### src/rtl/stereo_pkg.sv
`default_nettype none
// ============================================================================
//  Module      : stereo_pkg
//  Description : Shared types and widths for the stereo-distance datapath
//                (cost producer and min-selection comparator).
//  Revision    : 1.0 - initial release
// ============================================================================
package stereo_pkg;

    localparam int COST_W = 18;
    localparam int DISP_W = 6;

    typedef logic [COST_W-1:0] cost_t;
    typedef logic [DISP_W-1:0] disp_t;

    typedef enum logic [2:0] {
        IDLE   = 3'd0,
        FETCH  = 3'd1,
        DRAIN  = 3'd2,
        EMIT   = 3'd3,
        FINISH = 3'd4
    } sad_state_t;

endpackage
`default_nettype wire

### src/rtl/abs_diff.sv
`default_nettype none
// ============================================================================
//  Module      : abs_diff
//  Description : Combinational absolute difference |a - b| of two unsigned
//                W-bit operands. The result always fits in W bits.
//  Revision    : 1.0 - initial release
// ============================================================================
module abs_diff #(
    parameter int W = 8
) (
    input  logic [W-1:0] a,
    input  logic [W-1:0] b,
    output logic [W-1:0] y
);

    // Subtract the smaller from the larger so no sign bit is ever needed
    always_comb begin
        y = (a >= b) ? (a - b) : (b - a);
    end

endmodule
`default_nettype wire

### src/rtl/sad_cost_gen.sv
`default_nettype none
// ============================================================================
//  Module      : sad_cost_gen
//  Description : Sum-of-absolute-differences cost producer. For one reference
//                window it sweeps disparity 0..MAX_DISP-1, reads WIN_PIX
//                left/right pixel pairs per disparity from the line buffer
//                (1-cycle read latency) and emits (cost, disparity) pairs over
//                a valid/ready handshake.
//  Options     : SAD_COST_SAT_EN - when defined the accumulator saturates at
//                all-ones instead of wrapping modulo 2^COST_W.
//  Revision    : 1.0 - initial release
// ============================================================================
module sad_cost_gen #(
    parameter  int PIX_W    = 8,
    parameter  int WIN_PIX  = 1024,
    parameter  int MAX_DISP = 64,
    parameter  int COST_W   = 18,
    localparam int IDX_W    = (WIN_PIX > 1) ? $clog2(WIN_PIX) : 1
) (
    input  logic                  clk,
    input  logic                  rst,
    input  logic                  start,
    output logic                  rd_en,
    output logic [IDX_W-1:0]      rd_idx,
    output stereo_pkg::disp_t     rd_disp,
    input  logic [PIX_W-1:0]      rd_left,
    input  logic [PIX_W-1:0]      rd_right,
    output logic [COST_W-1:0]     cost_out,
    output stereo_pkg::disp_t     disp_out,
    output logic                  out_valid,
    input  logic                  out_ready,
    output logic                  busy,
    output logic                  done
);

    import stereo_pkg::*;

    sad_state_t          state;
    sad_state_t          state_nxt;
    logic                pix_vld;      // rd_left/rd_right carry a pair this cycle
    logic [COST_W-1:0]   acc;
    logic [COST_W-1:0]   acc_nxt;
    logic [PIX_W-1:0]    pix_diff;
    logic [COST_W-1:0]   diff_ext;
    logic                last_idx;
    logic                last_disp;

    abs_diff #(
        .W (PIX_W)
    ) u_abs_diff (
        .a (rd_left),
        .b (rd_right),
        .y (pix_diff)
    );

    // Only pairs requested in the previous cycle contribute to the sum
    assign diff_ext  = pix_vld ? COST_W'(pix_diff) : '0;
    assign last_idx  = (rd_idx == IDX_W'(WIN_PIX - 1));
    assign last_disp = (rd_disp == DISP_W'(MAX_DISP - 1));

`ifdef SAD_COST_SAT_EN
    logic [COST_W:0] sum_wide;

    // Clamp to all-ones on carry-out; once there, every later add clamps again
    always_comb begin
        sum_wide = {1'b0, acc} + {1'b0, diff_ext};
        acc_nxt  = sum_wide[COST_W] ? '1 : sum_wide[COST_W-1:0];
    end
`else
    // Plain modulo-2^COST_W accumulation
    always_comb begin
        acc_nxt = acc + diff_ext;
    end
`endif

    // Status outputs decode directly from the state register
    always_comb begin
        rd_en = (state == FETCH);
        busy  = (state != IDLE);
        done  = (state == FINISH);
    end

    // State register
    always_ff @(posedge clk) begin
        if (rst) begin
            state <= IDLE;
        end else begin
            state <= state_nxt;
        end
    end

    // Next-state logic
    always_comb begin
        state_nxt = state;
        case (state)
            IDLE:    if (start)     state_nxt = FETCH;
            FETCH:   if (last_idx)  state_nxt = DRAIN;
            DRAIN:                  state_nxt = EMIT;
            EMIT:    if (out_ready) state_nxt = last_disp ? FINISH : FETCH;
            FINISH:                 state_nxt = IDLE;
            default:                state_nxt = IDLE;
        endcase
    end

    // Read addressing, accumulation and output register
    always_ff @(posedge clk) begin
        if (rst) begin
            rd_idx    <= '0;
            rd_disp   <= '0;
            cost_out  <= '0;
            disp_out  <= '0;
            out_valid <= 1'b0;
            acc       <= '0;
            pix_vld   <= 1'b0;
        end else begin
            pix_vld <= (state == FETCH);
            case (state)
                IDLE: begin
                    if (start) begin
                        rd_idx  <= '0;
                        rd_disp <= '0;
                        acc     <= '0;
                    end
                end
                FETCH: begin
                    acc    <= acc_nxt;
                    rd_idx <= last_idx ? '0 : rd_idx + 1'b1;
                end
                DRAIN: begin
                    // acc_nxt folds in the final pair returned this cycle
                    cost_out  <= acc_nxt;
                    disp_out  <= rd_disp;
                    out_valid <= 1'b1;
                    acc       <= '0;
                end
                EMIT: begin
                    if (out_ready) begin
                        out_valid <= 1'b0;
                        if (!last_disp) begin
                            rd_disp <= rd_disp + 1'b1;
                            rd_idx  <= '0;
                            acc     <= '0;
                        end
                    end
                end
                default: ;
            endcase
        end
    end

endmodule
`default_nettype wire

### config.mk
export PLATFORM = sky130hd
export DESIGN_NAME = sad_cost_gen
export DESIGN_NICKNAME = d
export VERILOG_FILES = /design/src/rtl/stereo_pkg.sv /design/src/rtl/abs_diff.sv /design/src/rtl/sad_cost_gen.sv
export SDC_FILE = /design/constraint.sdc
export NUM_CORES = 1
export LEC_CHECK = 0
export ABC_CLOCK_PERIOD_IN_PS = 3400
export BUFFER_PORTS_ARGS = -buffer_cell sky130_fd_sc_hd__buf_4
export CAP_MARGIN = 30
export CORE_MARGIN = 10
export CORE_UTILIZATION = 52
export CTS_CLUSTER_DIAMETER = 100
export DETAILED_ROUTE_END_ITERATION = 7
export MAX_ROUTING_LAYER = met4
export PLACE_DENSITY = 0.77
export SLEW_MARGIN = 0
export SYNTH_ARGS = -nofsm -noshare
export SYNTH_HDL_FRONTEND = slang
export SYNTH_HIERARCHICAL = 1
export SYNTH_SLANG_ARGS = --single-unit
### constraint.sdc
create_clock -name clk -period 3.4 [get_ports clk]
set_input_delay 0.34 -clock clk [delete_from_list [all_inputs] [get_ports clk]]
set_output_delay 0.34 -clock clk [all_outputs]
set_load 0.01 [all_outputs]
==> results of run 1 <==
## worst reg2reg max path, delay by kind of cell (launching register included)
kind / cells / cell delay, ns
AND/OR/NAND/NOR: 1 / 0.19
AO/OA/AOI/OAI: 4 / 0.70
flip-flops: 1 / 0.38
adder cells (fa/ha/maj): 2 / 0.63
buffers and inverters: 2 / 0.28
XOR/XNOR: 1 / 0.21
## routing by layer
metal / track usage / routed length, microns / up-vias
li1: - / - / 1961
met3: 0.0461 / 651 / 17
met4: 0.0592 / 185 / 0
met5: - / 0 / -
met2: 0.328 / 5860 / 112
met1: 0.237 / 4910 / 1908
## worst paths after layout
path                                 start                         to
setup reg to reg        pix_vld$_SDFF_PP0_  cost_out[10]$_SDFFE_PP0P_
hold reg to reg   cost_out[1]$_SDFFE_PP0P_   cost_out[1]$_SDFFE_PP0P_
setup / recovery                rd_left[2]  cost_out[12]$_SDFFE_PP0P_
hold / removal                   out_ready      state[2]$_SDFFE_PP0P_
## sequential cells by signal, indices dropped and copies added (netlist names)
name       flops
acc           18
cost_out      18
rd_idx        10
disp_out       6
rd_disp        6
state          3
out_valid      1
pix_vld        1
## through the flow
step                area [sq um]  hold slack [ns]  cells
CTS                         5220            0.297    680
global route                5440            0.309    686
floorplan                   4170            0.439    481
finish                      5440            0.303    686
global placement            4990            0.446    663
detailed placement          4990            0.451    663
## cell type report
type	instances	area (sq um)
fill	566	1930
inverter	30	118
sequential	63	1260
tap	99	124
clock inverter	3	42.5
timing repair buffer	115	900
multi-input combinational	364	2840
clock buffer	12	155
## report_power, final
| group | switching, uW | leakage, uW | internal [uW] |
|---|---|---|---|
| logic | 273 | 0.00163 | 235 |
| clock network | 301 | 0.0000985 | 374 |
| registers | 30.2 | 0.000509 | 764 |
## Yosys cell counts, drive strengths merged, types with 3 or more instances
cell type  number
a211oi         18
nand4           8
nor3           10
dfxtp          63
clkbuf         17
a311oi          6
buf             7
xor2            3
a221o           4
and4            3
nand2          46
and2           10
a2111oi         7
nor4            5
a211o           4
a31oi           7
inv            29
nor2           45
a21oi          38
or3             6
and3           10
o21ai          23
a21o           12
xnor2          15
nand3          10
mux2i           8
fa              3
ha             25
a22o            7
## what timing repair did
action                                  in CTS  in global routing
hold buffers                                 0                  0
endpoints found under the setup margin       4                 21
resized for setup                            3                 37
endpoints found under the hold margin        0                  0
setup buffers                                2                  6
pin swaps                                    2                 21
## cell families (layout without fill, tap and decap cells)
family | count (synthesis) | after routing | share of synthesized area
AO/OA/AOI/OAI | 147 | 147 | 0.279
XOR/XNOR | 18 | 18 | 0.0393
adder cells (fa/ha/maj) | 28 | 28 | 0.0929
buffers and inverters | 54 | 160 | 0.0564
flip-flops | 63 | 63 | 0.314
multiplexers | 8 | 8 | 0.0200
AND/OR/NAND/NOR | 163 | 163 | 0.198
==> reports/results.tsv, run 1 <==
stage	metric	value	unit
drt	routed length per instance	16.9	microns
timing	Final Setup Violations	0	
logic_synthesis	asr flop ratio synth	0	
logic_synthesis	top-area cell type share of the netlist area	0.314	
setup_path	crit path buf inv count	6	
power	Leakage	0.00224	uW
placed_design	Setup Slack @ Placement	-0.345	ns
clock_tree	clock insertion delay at the later pin of the skew report	0.35	ns
setup_path	slowest CP cell	a2111oi_4	
power	pwr dens	363	nW/um^2
timing	Layout Skew	0.00907	ns
logic_synthesis	Yosys reg bits	63	
global_route	GRT Overall Usage	0.200	
global_route	initial antenna violation count	0	
clock_tree	clk slew on worst S/H paths	0.07	ns
setup_path	family with the most delay on the worst path	compound AO/OA/AOI/OAI gates	
logic_synthesis	post-synthesis sequential area ratio	0.314	
placed_design	Port Buf Inserts	63	
logic_synthesis	cells taking the most area after synthesis	dfxtp_1 (31%), ha_1 (7.8%), a21oi_1 (4.5%), nand2_1 (4.3%), nor2_1 (4.2%)	
drt	initial drt markers	173	
timing	Tcrit/Tclk final	0.976	
setup_path	R2R depth	10	
clock_tree	Clk Tree Root Cell	clkbuf_8	
placed_design	hpwl dp	8250	microns
logic_synthesis	most used flip-flop cell after synthesis	dfxtp_1	
logic_synthesis	Synth cell types	65	
cells_and_area	most frequent cells in the layout	buf_4 (110), dfxtp_1 (63), nand2_1 (45)	
global_route	vias in the first global route	3906	
setup_path	Setup crit start kind	input pin	
die	Rows	31	
drt	via count	3998	
power	total power draw	1980	uW
die	Core Box Area	7370	sq um
setup_path	critical setup path kind	input pin to register	
die	Ports	64	
setup_path	Crit. End Element	register	
setup_path	worst path required time	3.60	ns
timing	Peak Freq	301	MHz
global_route	gr ovfl total	0	
clock_tree	CTS sink cnt	63	
die	die area	11600	sq um
logic_synthesis	Mapped Cells	481	
cells_and_area	Layout area overhead	35.6	%
cells_and_area	nets@finish	631	
die	Die Span X	108	microns
logic_synthesis	Post-Syn Area	4010	sq um
setup_path	Worst path most repeated cell	buf_4	
hold_path	hold depth	3	
drt	DR DRC count	0	
cells_and_area	most common cell after layout, fill and taps aside	buf_4	
setup_path	CP Depth	19	
drt	number of iterations in the first detailed-routing pass	4	
logic_synthesis	Syn Nets	529	
setup_path	critical path peak fanout	6	
timing	final hold vios	0	
logic_synthesis	Post-synth EDFFs	0	
clock_tree	Clock Tree Buf Depth	2	
timing	Min Clock Period, post-route	3.32	ns
logic_synthesis	Mean Syn Cell Area	8.34	sq um
run_status	status	finished, final reports clean	
cells_and_area	# diodes	0	
global_route	first-pass GRT wire length	18800	microns
global_route	largest net degree at the start of global routing	40	
timing	Rel. slew slack	0.357	
timing	Worst Max-Slew Pin Slew	0.963	ns
hold_path	hold crit path type	input pin to register	
clock_tree	CTS tree	built	
setup_path	r2r setup slk	0.87	ns
die	Die H	108	microns
placed_design	RePlAce Congestion	0.915	
drt	Post-DRT Antenna Nets	0	
timing	Slew Limit Fails	0	
logic_synthesis	post-synth top area cell	dfxtp_1	
job	maximum capacitance violations	0	
die	Initial Utilization	0.544	
timing	setup TNS	0	ns
setup_path	worst-path cell chain	buf_4, inv_1, ha_4, buf_4, a21oi_1, o21ai_0, buf_4, a31oi_2, mux2i_4, xor2_1, and2_4, ha_4, and3_4, a221oi_4, buf_12, buf_6, a2111oi_4, xnor2_1, a211oi_2	
timing	final setup margin	0.0812	ns
drt	WL final	11600	microns
drt	via density per instance	5.83	
setup_path	WP data arrival	3.52	ns
logic_synthesis	yosys warns	6	
clock_tree	CTS H-tree depth	3	
clock_tree	Num CTS Buffers	9	
power	Worst VDD drop	0.257	mV
cells_and_area	Util after Layout	0.739	
cells_and_area	layout cells sized above 1	0.322	
setup_path	slowest cell delay on critical path	0.41	ns
Note: power is estimated with default switching activity, not from simulation.
==> run 2, diff against run 1 <==
--- a/config.mk
+++ b/config.mk
@@ -5,17 +5,17 @@
 export SDC_FILE = /design/constraint.sdc
 export NUM_CORES = 1
 export LEC_CHECK = 0
-export ABC_CLOCK_PERIOD_IN_PS = 3400
+export ABC_CLOCK_PERIOD_IN_PS = 3700
 export BUFFER_PORTS_ARGS = -buffer_cell sky130_fd_sc_hd__buf_4
 export CAP_MARGIN = 30
+export CORE_ASPECT_RATIO = 1.2
 export CORE_MARGIN = 10
-export CORE_UTILIZATION = 52
+export CORE_UTILIZATION = 57
 export CTS_CLUSTER_DIAMETER = 100
 export DETAILED_ROUTE_END_ITERATION = 7
 export MAX_ROUTING_LAYER = met4
-export PLACE_DENSITY = 0.77
+export PLACE_DENSITY = 0.81
 export SLEW_MARGIN = 0
 export SYNTH_ARGS = -nofsm -noshare
 export SYNTH_HDL_FRONTEND = slang
-export SYNTH_HIERARCHICAL = 1
 export SYNTH_SLANG_ARGS = --single-unit
==> constraint.sdc (replaced) <==
create_clock -name clk -period 3.7 [get_ports clk]
set_input_delay 0.37 -clock clk [delete_from_list [all_inputs] [get_ports clk]]
set_output_delay 0.37 -clock clk [all_outputs]
set_load 0.01 [all_outputs]
==> run 2 against run 1 <==
  * Setup slack worse by 0.055 ns
  * Power is 7.1% lower
  * Register-to-register slack better by 0.17 ns
  * First-iteration DRC count is 63% higher
  * Critical path type unchanged
  * Critical endpoint is now acc[14]$_SDFFE_PP0P_
  * Largest cell class unchanged
==> reports/results.tsv, run 2 <==
stage	metric	value	unit	change
logic_synthesis	Yosys reg bits	63		unchanged
timing	Tcrit/Tclk final	0.993		
cells_and_area	layout cells sized above 1	0.297		-0.0253
clock_tree	clock insertion delay at the later pin of the skew report	0.35	ns	about the same
logic_synthesis	cells taking the most area after synthesis	dfxtp_1 (32%), ha_1 (8.0%), nand2_1 (5.8%), a21oi_1 (5.4%), o21ai_0 (4.6%)		
timing	Layout Skew	0.00858	ns	-0.000493 ns
logic_synthesis	yosys warns	0		-6
setup_path	worst path required time	3.99	ns	+0.39 ns
drt	routed length per instance	16.3	microns	-3.5%
drt	DR DRC count	0		unchanged
drt	via count	4056		+1.5%
die	Initial Utilization	0.596		+0.0520
placed_design	hpwl dp	7600	microns	-7.9%
logic_synthesis	most used flip-flop cell after synthesis	dfxtp_1		
cells_and_area	nets@finish	644		+2.1%
drt	Post-DRT Antenna Nets	0		unchanged
power	Leakage	0.00226	uW	+1.0%
logic_synthesis	Post-synth EDFFs	0		unchanged
logic_synthesis	Post-Syn Area	3890	sq um	-3.0%
logic_synthesis	asr flop ratio synth	0		unchanged
global_route	GRT Overall Usage	0.194		-0.00577
setup_path	Crit. End Element	register		
placed_design	Port Buf Inserts	63		unchanged
clock_tree	Post-CTS Hold Buffers	0		unchanged
power	Worst VDD drop	0.259	mV	+0.74%
clock_tree	CTS sink cnt	63		unchanged
clock_tree	CTS tree	built		
global_route	initial antenna violation count	0		unchanged
setup_path	critical path peak fanout	5		-1
clock_tree	clk slew on worst S/H paths	0.07	ns	about the same
clock_tree	Clock Tree Buf Depth	2		unchanged
cells_and_area	most common cell after layout, fill and taps aside	buf_4		
job	maximum capacitance violations	0		unchanged
die	die area	10500	sq um	-9.3%
cells_and_area	leading registers by flop count	acc: 18 flops, cost_out: 18 flops, rd_idx: 10 flops		
global_route	largest net degree at the start of global routing	26		-35%
logic_synthesis	post-synthesis sequential area ratio	0.324		+0.00970
power	pwr dens	350	nW/um^2	-3.5%
cells_and_area	Layout area overhead	34.7	%	
timing	hold slack	0.348	ns	+0.0455 ns
logic_synthesis	Mapped Cells	486		+1.0%
logic_synthesis	Mean Syn Cell Area	8.01	sq um	-4.0%
timing	Final Setup Violations	0		unchanged
setup_path	WP data arrival	3.96	ns	+0.44 ns
run_status	status	finished, final reports clean		
cells_and_area	Finished Layout Cells	685		-0.15%
die	Die H	111	microns	+2.5%
global_route	vias in the first global route	3687		-5.6%
placed_design	RePlAce Congestion	0.912		-0.35%
clock_tree	CTS H-tree depth	3		unchanged
setup_path	Setup crit start kind	input pin		
clock_tree	Clk Tree Root Cell	clkbuf_8		
setup_path	critical setup path kind	input pin to register		
logic_synthesis	most instantiated cells after synthesis	dfxtp_1 (63), nand2_1 (60), a21oi_1 (42), o21ai_0 (36), inv_1 (32)		
die	Core Box Area	6530	sq um	-11%
logic_synthesis	Syn Nets	534		+0.95%
die	Die Span X	95.4	microns	-12%
clock_tree	Num CTS Buffers	9		unchanged
drt	initial drt markers	282		+63%
drt	WL final	11200	microns	-3.6%
timing	Worst Max-Slew Pin Slew	0.690	ns	-0.273 ns
placed_design	placed cell count	660		-0.45%
drt	via density per instance	5.92		+1.6%
logic_synthesis	post-synth top area cell	dfxtp_1		
timing	final hold vios	0		unchanged
global_route	gr ovfl total	0		unchanged
drt	number of iterations in the first detailed-routing pass	8		+4
hold_path	hold crit path type	input pin to register		
timing	Slew Limit Fails	0		unchanged
logic_synthesis	most common cell in the netlist	dfxtp_1		
die	Rows	32		+3.2%
logic_synthesis	Synth cell types	59		-9.2%
die	Ports	64		unchanged
cells_and_area	most frequent cells in the layout	buf_4 (114), dfxtp_1 (63), nand2_1 (60)		
timing	Rel. slew slack	0.528		+0.171
timing	RSZ-0062 raised after global routing	true		
timing	setup TNS	0	ns	unchanged
logic_synthesis	top-area cell type share of the netlist area	0.324		+0.00970
cells_and_area	# diodes	0		unchanged
timing	Min Clock Period, post-route	3.67	ns	
timing	Peak Freq	272	MHz	
global_route	first-pass GRT wire length	16900	microns	-10%
[run 2: final cells by class]
cell class	count	area (sq um)
multi-input combinational	367	2600
fill	429	1280
sequential	63	1260
timing repair buffer	123	945
clock buffer	11	141
inverter	32	123
tap	85	106
clock inverter	4	70.1
[run 2: path summary, 6_finish.rpt]
kind                                  from                  endpoint  depth (start not counted)  slack [ns]
hold reg to reg   disp_out[4]$_SDFFE_PP0P_  disp_out[4]$_SDFFE_PP0P_                          2        0.45
setup reg to reg        pix_vld$_SDFF_PP0_  cost_out[7]$_SDFFE_PP0P_                          9        1.04
hold / removal                       start     state[0]$_SDFFE_PP0P_                          2        0.35
setup / recovery                rd_left[0]      acc[14]$_SDFFE_PP0P_                         20        0.03
[run 2: where the power goes]
group / total [uW] / internal, uW / switching (uW)
Clock: 657 / 392 / 265
Combinational: 450 / 206 / 243
Sequential: 731 / 704 / 27.6
Total: 1840 / 1300 / 536
[run 2: cells by family (layout without fill, tap and decap cells)]
kind of cell	Yosys count	after routing	share of synthesized area
buffers and inverters	56	170	0.0604
XOR/XNOR	21	21	0.0473
adder cells (fa/ha/maj)	28	28	0.0958
flip-flops	63	63	0.324
multiplexers	13	13	0.0357
AO/OA/AOI/OAI	137	137	0.224
AND/OR/NAND/NOR	168	168	0.212
[run 2: worst max-delay path: stages]
cell and delay, ns:
buf_8 0.10, inv_4 0.04, ha_4 0.12, inv_2 0.04, fa_2 0.41, nand3_4 0.09
a311oi_4 0.12, nor3_4 0.32, buf_6 0.16, mux2_4 0.31, a211oi_4 0.17, mux2i_1 0.11
ha_1 0.33, o21a_1 0.20, o21ai_2 0.09, a21boi_2 0.19, buf_6 0.15, nand4_1 0.12
or3_1 0.40, a21oi_1 0.12
[run 2: metal layers]
metal | GRT usage | share of wire
met1 | 0.220 | 0.41
met5 | - | 0
met3 | 0.0386 | 0.064
met2 | 0.331 | 0.51
met4 | 0.0589 | 0.016
[run 2: through the flow]
step / total power [uW] / instance area (sq um) / setup slack (ns) / utilization
5_1_grt: 1910 / 5250 / -0.178 / 0.804
4_1_cts: 1790 / 4960 / 0.0259 / 0.761
2_1_floorplan: 994 / 3920 / 0.0114 / -
3_5_place_dp: 1150 / 4750 / -0.385 / 0.727
3_3_place_gp: 1140 / 4750 / -0.325 / 0.727
6_report: 1840 / 5250 / 0.0267 / 0.804
[run 2: repair_timing]
item | CTS | global route
resized for setup | 1 | 46
buffers inserted | 0 | 7
endpoints found under the setup margin | 14 | 22
pin swaps | 1 | 17
cloned | 0 | 3
